**src/rtl/vedic_pkg.sv**
```systemverilog
// Shared constants and elaboration helpers for the pipelined Vedic multiplier.
package vedic_pkg;

    localparam int VEDIC_LAT = 4;

    // Operand width must be a power of two in 8..64 so the quadrant recursion bottoms out at 2x2.
    function automatic bit vedic_width_ok(input int w);
        return (w >= 8) && (w <= 64) && ((w & (w - 1)) == 0);
    endfunction

endpackage

```
**src/rtl/vedic_half_mul.sv**
```systemverilog
// Combinational HWxHW Urdhva-Tiryagbhyam multiplier; splits into four quadrants down to a 2x2 cell.
module vedic_half_mul #(
    parameter int HW = 16
) (
    input  logic [HW-1:0]   i_a,
    input  logic [HW-1:0]   i_b,
    output logic [2*HW-1:0] o_p
);

    if (HW == 2) begin : g_base
        logic       w_p0;
        logic [1:0] w_s1;
        logic [1:0] w_s2;

        // Vertical, crosswise, vertical with the crosswise carry rippling into the top pair.
        assign w_p0 = i_a[0] & i_b[0];
        assign w_s1 = {1'b0, i_a[1] & i_b[0]} + {1'b0, i_a[0] & i_b[1]};
        assign w_s2 = {1'b0, i_a[1] & i_b[1]} + {1'b0, w_s1[1]};
        assign o_p  = {w_s2, w_s1[0], w_p0};
    end else begin : g_rec
        localparam int H = HW / 2;

        logic [HW-1:0] w_ll;
        logic [HW-1:0] w_hl;
        logic [HW-1:0] w_lh;
        logic [HW-1:0] w_hh;
        logic [HW:0]   w_cross;

        vedic_half_mul #(.HW(H)) u_ll (.i_a(i_a[H-1:0]),  .i_b(i_b[H-1:0]),  .o_p(w_ll));
        vedic_half_mul #(.HW(H)) u_hl (.i_a(i_a[HW-1:H]), .i_b(i_b[H-1:0]),  .o_p(w_hl));
        vedic_half_mul #(.HW(H)) u_lh (.i_a(i_a[H-1:0]),  .i_b(i_b[HW-1:H]), .o_p(w_lh));
        vedic_half_mul #(.HW(H)) u_hh (.i_a(i_a[HW-1:H]), .i_b(i_b[HW-1:H]), .o_p(w_hh));

        assign w_cross = {1'b0, w_hl} + {1'b0, w_lh};
        assign o_p     = {w_hh, w_ll} + {{(H-1){1'b0}}, w_cross, {H{1'b0}}};
    end

endmodule

```
**src/rtl/vedic_mul_pipe.sv**
```systemverilog
// Four-stage signed/unsigned Vedic multiplier with valid/ready flow control and a sideband tag.
module vedic_mul_pipe
    import vedic_pkg::*;
#(
    parameter int WIDTH = 32,
    parameter int TAG_W = 4
) (
    input  logic               clk,
    input  logic               rst_n,
    input  logic               in_valid,
    output logic               in_ready,
    input  logic [WIDTH-1:0]   in_a,
    input  logic [WIDTH-1:0]   in_b,
    input  logic               in_signed,
    input  logic [TAG_W-1:0]   in_tag,
    output logic               out_valid,
    input  logic               out_ready,
    output logic [2*WIDTH-1:0] out_p,
    output logic [TAG_W-1:0]   out_tag
);

    localparam int H  = WIDTH / 2;
    localparam int PW = 2 * WIDTH;

    if (!vedic_width_ok(WIDTH)) begin : g_bad_width
        $error("vedic_mul_pipe: WIDTH must be a power of two in 8..64");
    end
    if (TAG_W < 1) begin : g_bad_tag
        $error("vedic_mul_pipe: TAG_W must be at least 1");
    end

    // Two's-complement magnitude; the most negative value maps onto 2^(WIDTH-1) unchanged.
    function automatic logic [WIDTH-1:0] abs_mag(input logic [WIDTH-1:0] x, input logic sgn);
        return (sgn && x[WIDTH-1]) ? ((~x) + WIDTH'(1)) : x;
    endfunction

    function automatic logic [PW-1:0] apply_sign(input logic [PW-1:0] mag, input logic neg);
        return neg ? ((~mag) + PW'(1)) : mag;
    endfunction

    logic               w_adv;

    logic               r_vld_p1;
    logic               r_neg_p1;
    logic [TAG_W-1:0]   r_tag_p1;
    logic [WIDTH-1:0]   r_a_p1;
    logic [WIDTH-1:0]   r_b_p1;

    logic [WIDTH-1:0]   w_ll;
    logic [WIDTH-1:0]   w_hl;
    logic [WIDTH-1:0]   w_lh;
    logic [WIDTH-1:0]   w_hh;

    logic               r_vld_p2;
    logic               r_neg_p2;
    logic [TAG_W-1:0]   r_tag_p2;
    logic [WIDTH-1:0]   r_ll_p2;
    logic [WIDTH-1:0]   r_hl_p2;
    logic [WIDTH-1:0]   r_lh_p2;
    logic [WIDTH-1:0]   r_hh_p2;

    logic [WIDTH+1:0]   w_mid;

    logic               r_vld_p3;
    logic               r_neg_p3;
    logic [TAG_W-1:0]   r_tag_p3;
    logic [WIDTH+1:0]   r_mid_p3;
    logic [H-1:0]       r_llo_p3;
    logic [WIDTH-1:0]   r_hh_p3;

    logic [WIDTH-1:0]   w_upper;
    logic [PW-1:0]      w_mag;
    logic [PW-1:0]      w_prod;

    logic               r_out_valid;
    logic [PW-1:0]      r_out_p;
    logic [TAG_W-1:0]   r_out_tag;

    // A single advance enable freezes every stage together, so nothing is dropped under backpressure.
    assign w_adv    = !r_out_valid || out_ready;
    assign in_ready = w_adv;

    vedic_half_mul #(.HW(H)) u_mul_ll (.i_a(r_a_p1[H-1:0]),     .i_b(r_b_p1[H-1:0]),     .o_p(w_ll));
    vedic_half_mul #(.HW(H)) u_mul_hl (.i_a(r_a_p1[WIDTH-1:H]), .i_b(r_b_p1[H-1:0]),     .o_p(w_hl));
    vedic_half_mul #(.HW(H)) u_mul_lh (.i_a(r_a_p1[H-1:0]),     .i_b(r_b_p1[WIDTH-1:H]), .o_p(w_lh));
    vedic_half_mul #(.HW(H)) u_mul_hh (.i_a(r_a_p1[WIDTH-1:H]), .i_b(r_b_p1[WIDTH-1:H]), .o_p(w_hh));

    assign w_mid   = {2'b00, r_hl_p2} + {2'b00, r_lh_p2} + {{(H+2){1'b0}}, r_ll_p2[WIDTH-1:H]};
    assign w_upper = r_hh_p3 + {{(H-2){1'b0}}, r_mid_p3[WIDTH+1:H]};
    assign w_mag   = {w_upper, r_mid_p3[H-1:0], r_llo_p3};
    assign w_prod  = apply_sign(w_mag, r_neg_p3);

    always_ff @(posedge clk or negedge rst_n) begin
        if (!rst_n) begin
            r_vld_p1    <= 1'b0;
            r_neg_p1    <= 1'b0;
            r_tag_p1    <= '0;
            r_a_p1      <= '0;
            r_b_p1      <= '0;
            r_vld_p2    <= 1'b0;
            r_neg_p2    <= 1'b0;
            r_tag_p2    <= '0;
            r_ll_p2     <= '0;
            r_hl_p2     <= '0;
            r_lh_p2     <= '0;
            r_hh_p2     <= '0;
            r_vld_p3    <= 1'b0;
            r_neg_p3    <= 1'b0;
            r_tag_p3    <= '0;
            r_mid_p3    <= '0;
            r_llo_p3    <= '0;
            r_hh_p3     <= '0;
            r_out_valid <= 1'b0;
            r_out_p     <= '0;
            r_out_tag   <= '0;
        end else if (w_adv) begin
            // stage 1: operand magnitudes and result sign
            r_vld_p1    <= in_valid;
            r_neg_p1    <= in_signed & (in_a[WIDTH-1] ^ in_b[WIDTH-1]);
            r_tag_p1    <= in_tag;
            r_a_p1      <= abs_mag(in_a, in_signed);
            r_b_p1      <= abs_mag(in_b, in_signed);
            // stage 2: four half-width quadrant products
            r_vld_p2    <= r_vld_p1;
            r_neg_p2    <= r_neg_p1;
            r_tag_p2    <= r_tag_p1;
            r_ll_p2     <= w_ll;
            r_hl_p2     <= w_hl;
            r_lh_p2     <= w_lh;
            r_hh_p2     <= w_hh;
            // stage 3: crosswise middle sum
            r_vld_p3    <= r_vld_p2;
            r_neg_p3    <= r_neg_p2;
            r_tag_p3    <= r_tag_p2;
            r_mid_p3    <= w_mid;
            r_llo_p3    <= r_ll_p2[H-1:0];
            r_hh_p3     <= r_hh_p2;
            // stage 4: final assembly and sign restore
            r_out_valid <= r_vld_p3;
            r_out_p     <= w_prod;
            r_out_tag   <= r_tag_p3;
        end
    end

    assign out_valid = r_out_valid;
    assign out_p     = r_out_p;
    assign out_tag   = r_out_tag;

endmodule

```
**config.mk**
```make
export PLATFORM = sky130hd
export DESIGN_NAME = vedic_mul_pipe
export DESIGN_NICKNAME = d
export VERILOG_FILES = /design/src/rtl/vedic_pkg.sv /design/src/rtl/vedic_half_mul.sv /design/src/rtl/vedic_mul_pipe.sv
export SDC_FILE = /design/constraint.sdc
export NUM_CORES = 2
export LEC_CHECK = 0
export ABC_AREA = 1
export BUFFER_PORTS_ARGS = -buffer_cell sky130_fd_sc_hd__buf_2
export CORE_MARGIN = 2
export CORE_UTILIZATION = 60
export CTS_CLUSTER_SIZE = 40
export DETAILED_ROUTE_END_ITERATION = 10
export GPL_ROUTABILITY_DRIVEN = 0
export PLACE_DENSITY = 0.76
export SLEW_MARGIN = 20
export SYNTH_ARGS = -nofsm -noshare
export SYNTH_HDL_FRONTEND = slang
export SYNTH_SLANG_ARGS = --single-unit
```
**constraint.sdc**
```tcl
create_clock -name clk -period 11.35 [get_ports clk]
set_input_delay 0.5675 -clock clk [delete_from_list [all_inputs] [get_ports clk]]
set_output_delay 0.5675 -clock clk [all_outputs]
set_load 0.03 [all_outputs]
```
==> metrics.md <==
| Metric | Value |
|---|---|
| # IOs | `143` |
| Max-cap violations | `0` |
| Setup TNS | `0 ns` |
| Share of synthesized registers carrying an async set or reset | `1.00` |
| Die Area | `121000 sq um` |
| Gr usage total | `0.323` |
| Global-route wire length before repair | `320000 um` |
| CTS buffer count | `45` |
| CTS clk-pin slew, worst paths | `0.06 ns` |
| Hold WC Path Type | `in2reg` |
| CTS H-Tree Depth | `2` |
| Drt total wl | `197000 um` |
| Post-layout min period | `8.05 ns` |
| Crit path max-delay cell type | `dfrtp_1` |
| Pin count of the biggest net entering global routing | `155` |
| Net count after synthesis | `12279` |
| Post-synthesis register bit count | `361` |
| Reg2Reg Depth | `42` |
| Worst Hold Path Cells | `3` |
| Mapped Area | `71200 sq um` |
| Routed Antenna Nets | `0` |
| Initial antenna violation count | `10` |
| Latest clock arrival within the worst-skew pair | `0.65 ns` |
| CTS-repair resized insts | `0` |
| Number of flops mapped to enable cells by yosys | `0` |
| Worst slew margin | `0.273` |
| Clk buf depth | `3` |
| Syn avg cell area | `6.81 sq um` |
| Worst Tran Pin Value | `1.09 ns` |
| Vias per cell | `5.48` |
| Synth top cells by count | `nand2_1, inv_1, ha_1, a21oi_1, xor2_1` |
| CTS tree | `done` |
| Worst Path Required | `11.87 ns` |
| RSZ-0062 raised after global routing | `false` |
| Startpoint types | `register` |
| Post-DP HPWL | `158000 um` |
| Clk root buf | `clkbuf_16` |
| Starting DRT DRC Count | `4819` |
| DR pass1 iterations | `9` |
| WS Path Type | `reg2reg` |
| Ys flop type | `dfrtp_1` |
| Flop-to-flop setup slack | `3.30 ns` |
| Via count | `65563` |
| Num rows | `126` |
| Gate Count Post-Synth | `10460` |
| Top cells by area, synth | `ha_1, nand2_1, dfrtp_1` |
| Die height | `348 um` |
| Filler cell count | `10673` |
| Critical Path AT | `8.57 ns` |
| Top-count cell post-synth | `nand2_1` |
| Post-synth top area cell | `ha_1` |
| Worst setup EP type | `register` |
| Clock skew | `0.0404 ns` |
| Multi-input logic area | `52900 sq um` |
| CTS Sinks | `361` |
| Residual DRC | `0` |
| Share of Yosys cell area claimed by the top area cell type | `0.274` |
| Sequential element share of the synthesized area | `0.127` |
| Max incr delay on CP | `0.80 ns` |
| Max Freq | `0.124 GHz` |
| CP max FO | `19` |
| Cell mode on critical path | `nand2_1` |
| Period utilization | `0.709` |
| Final nets | `12203` |
| Wire length per cell | `16.5 um` |
| Vias in the first global route | `63904` |
| Distinct cells, synth | `54` |
| Final setup viols | `0` |
| IO Port Bufs | `142` |
| Final Hold Fails | `0` |
| Chip width | `348 um` |
| GRT overflow | `0` |
| Status | `finished clean` |
| Final Max Slew Viols | `0` |
| Area grow syn2layout | `4.99%` |
| Layout cell share with drive strength beyond 1 | `0.0365` |
| YS warnings | `0` |
| Starting Density | `0.604` |
| Area of the core | `118000 sq um` |
| FF+latch area | `9030 sq um` |
[worst max-delay path: cells and delay by family (launching register included)]
family,cells,cell delay [ns]
xor gates and xnor gates,5,0.74
adders and majority gates,8,2.46
AOI/OAI and AO/OA,6,1.15
buffers and inverters,7,0.83
DFF,1,0.80
and+or+nand+nor,16,1.95
[layout by cell type (no fill, tap or decap), types with 82 or more instances in the layout]
cell / count
nand3_1: 493
nor2_1: 363
buf_2: 141
xnor2_1: 276
inv_1: 2114
o21ai_0: 398
a21oi_1: 636
buf_4: 82
ha_1: 1560
nand2_1: 2701
fa_1: 186
dfrtp_1: 361
xor2_1: 557
[cells by family after synthesis]
group                      synth area share
xor gates and xnor gates              0.102
and+or+nand+nor                       0.215
AOI/OAI and AO/OA                    0.0989
DFF                                   0.127
adders and majority gates             0.326
buffers and inverters                 0.130
[layout make-up]
type	count	area share
repair buffers	226	0.0183
inverters	2118	0.106
flip-flops and latches	361	0.121
multi-input cells	7632	0.708
clock inverters	24	0.00429
clock buffers	57	0.0166
diodes	5	0.000167
well taps	1536	0.0257
[state kept, by name (all words and copies together), names as in the netlist, 4 cells and up]
name,flops
r_hh_p2,32
r_lh_p2,32
r_ll_p2,32
r_tag_p1,4
out_tag,4
r_mid_p3,34
r_a_p1,32
r_hl_p2,32
r_tag_p3,4
r_b_p1,32
r_tag_p2,4
r_llo_p3,16
r_hh_p3,32
out_p,64
[path summary, 6_finish.rpt]
kind	to	from
max	r_lh_p2[29]$_DFFE_PN0P_	r_a_p1[0]$_DFFE_PN0P_
min	r_vld_p1$_DFFE_PN0P_	in_valid
max reg2reg	r_lh_p2[29]$_DFFE_PN0P_	r_a_p1[0]$_DFFE_PN0P_
min reg2reg	out_valid$_DFFE_PN0P_	r_vld_p3$_DFFE_PN0P_
max in group asynchronous	r_mid_p3[24]$_DFFE_PN0P_	rst_n
min in group asynchronous	out_p[17]$_DFFE_PN0P_	rst_n
[per-layer routing]
layer | track usage | routed length (um) | vias up
met5 | 0 | 38 | -
met4 | 0.150 | 10300 | 6
met3 | 0.0431 | 14100 | 470
met2 | 0.559 | 90800 | 2057
met1 | 0.398 | 81600 | 30318
li1 | - | - | 32712
[stage by stage]
step | instance area, sq um | setup slack, ns | util | hold slack, ns | instances
after floorplan | 71200 | 4.53 | - | 0.272 | 10460
after global placement | 73200 | 3.63 | 0.620 | 0.430 | 11872
after detailed placement | 73200 | 3.42 | 0.620 | 0.444 | 11872
after CTS | 74700 | 3.39 | 0.634 | 0.109 | 11954
after global routing | 74700 | 2.63 | 0.634 | 0.139 | 11957
final | 74700 | 3.30 | 0.634 | 0.131 | 11959
[what timing repair did]
item / 4_1_cts / 5_1_grt
hold buffers: 1 / 0
endpoints found under the hold margin: 83 / 0
setup buffers: 0 / 0
Power is left out: the tool's default activity adds up to more than one toggle a clock period on the data nets, which glitch-free logic cannot reach.
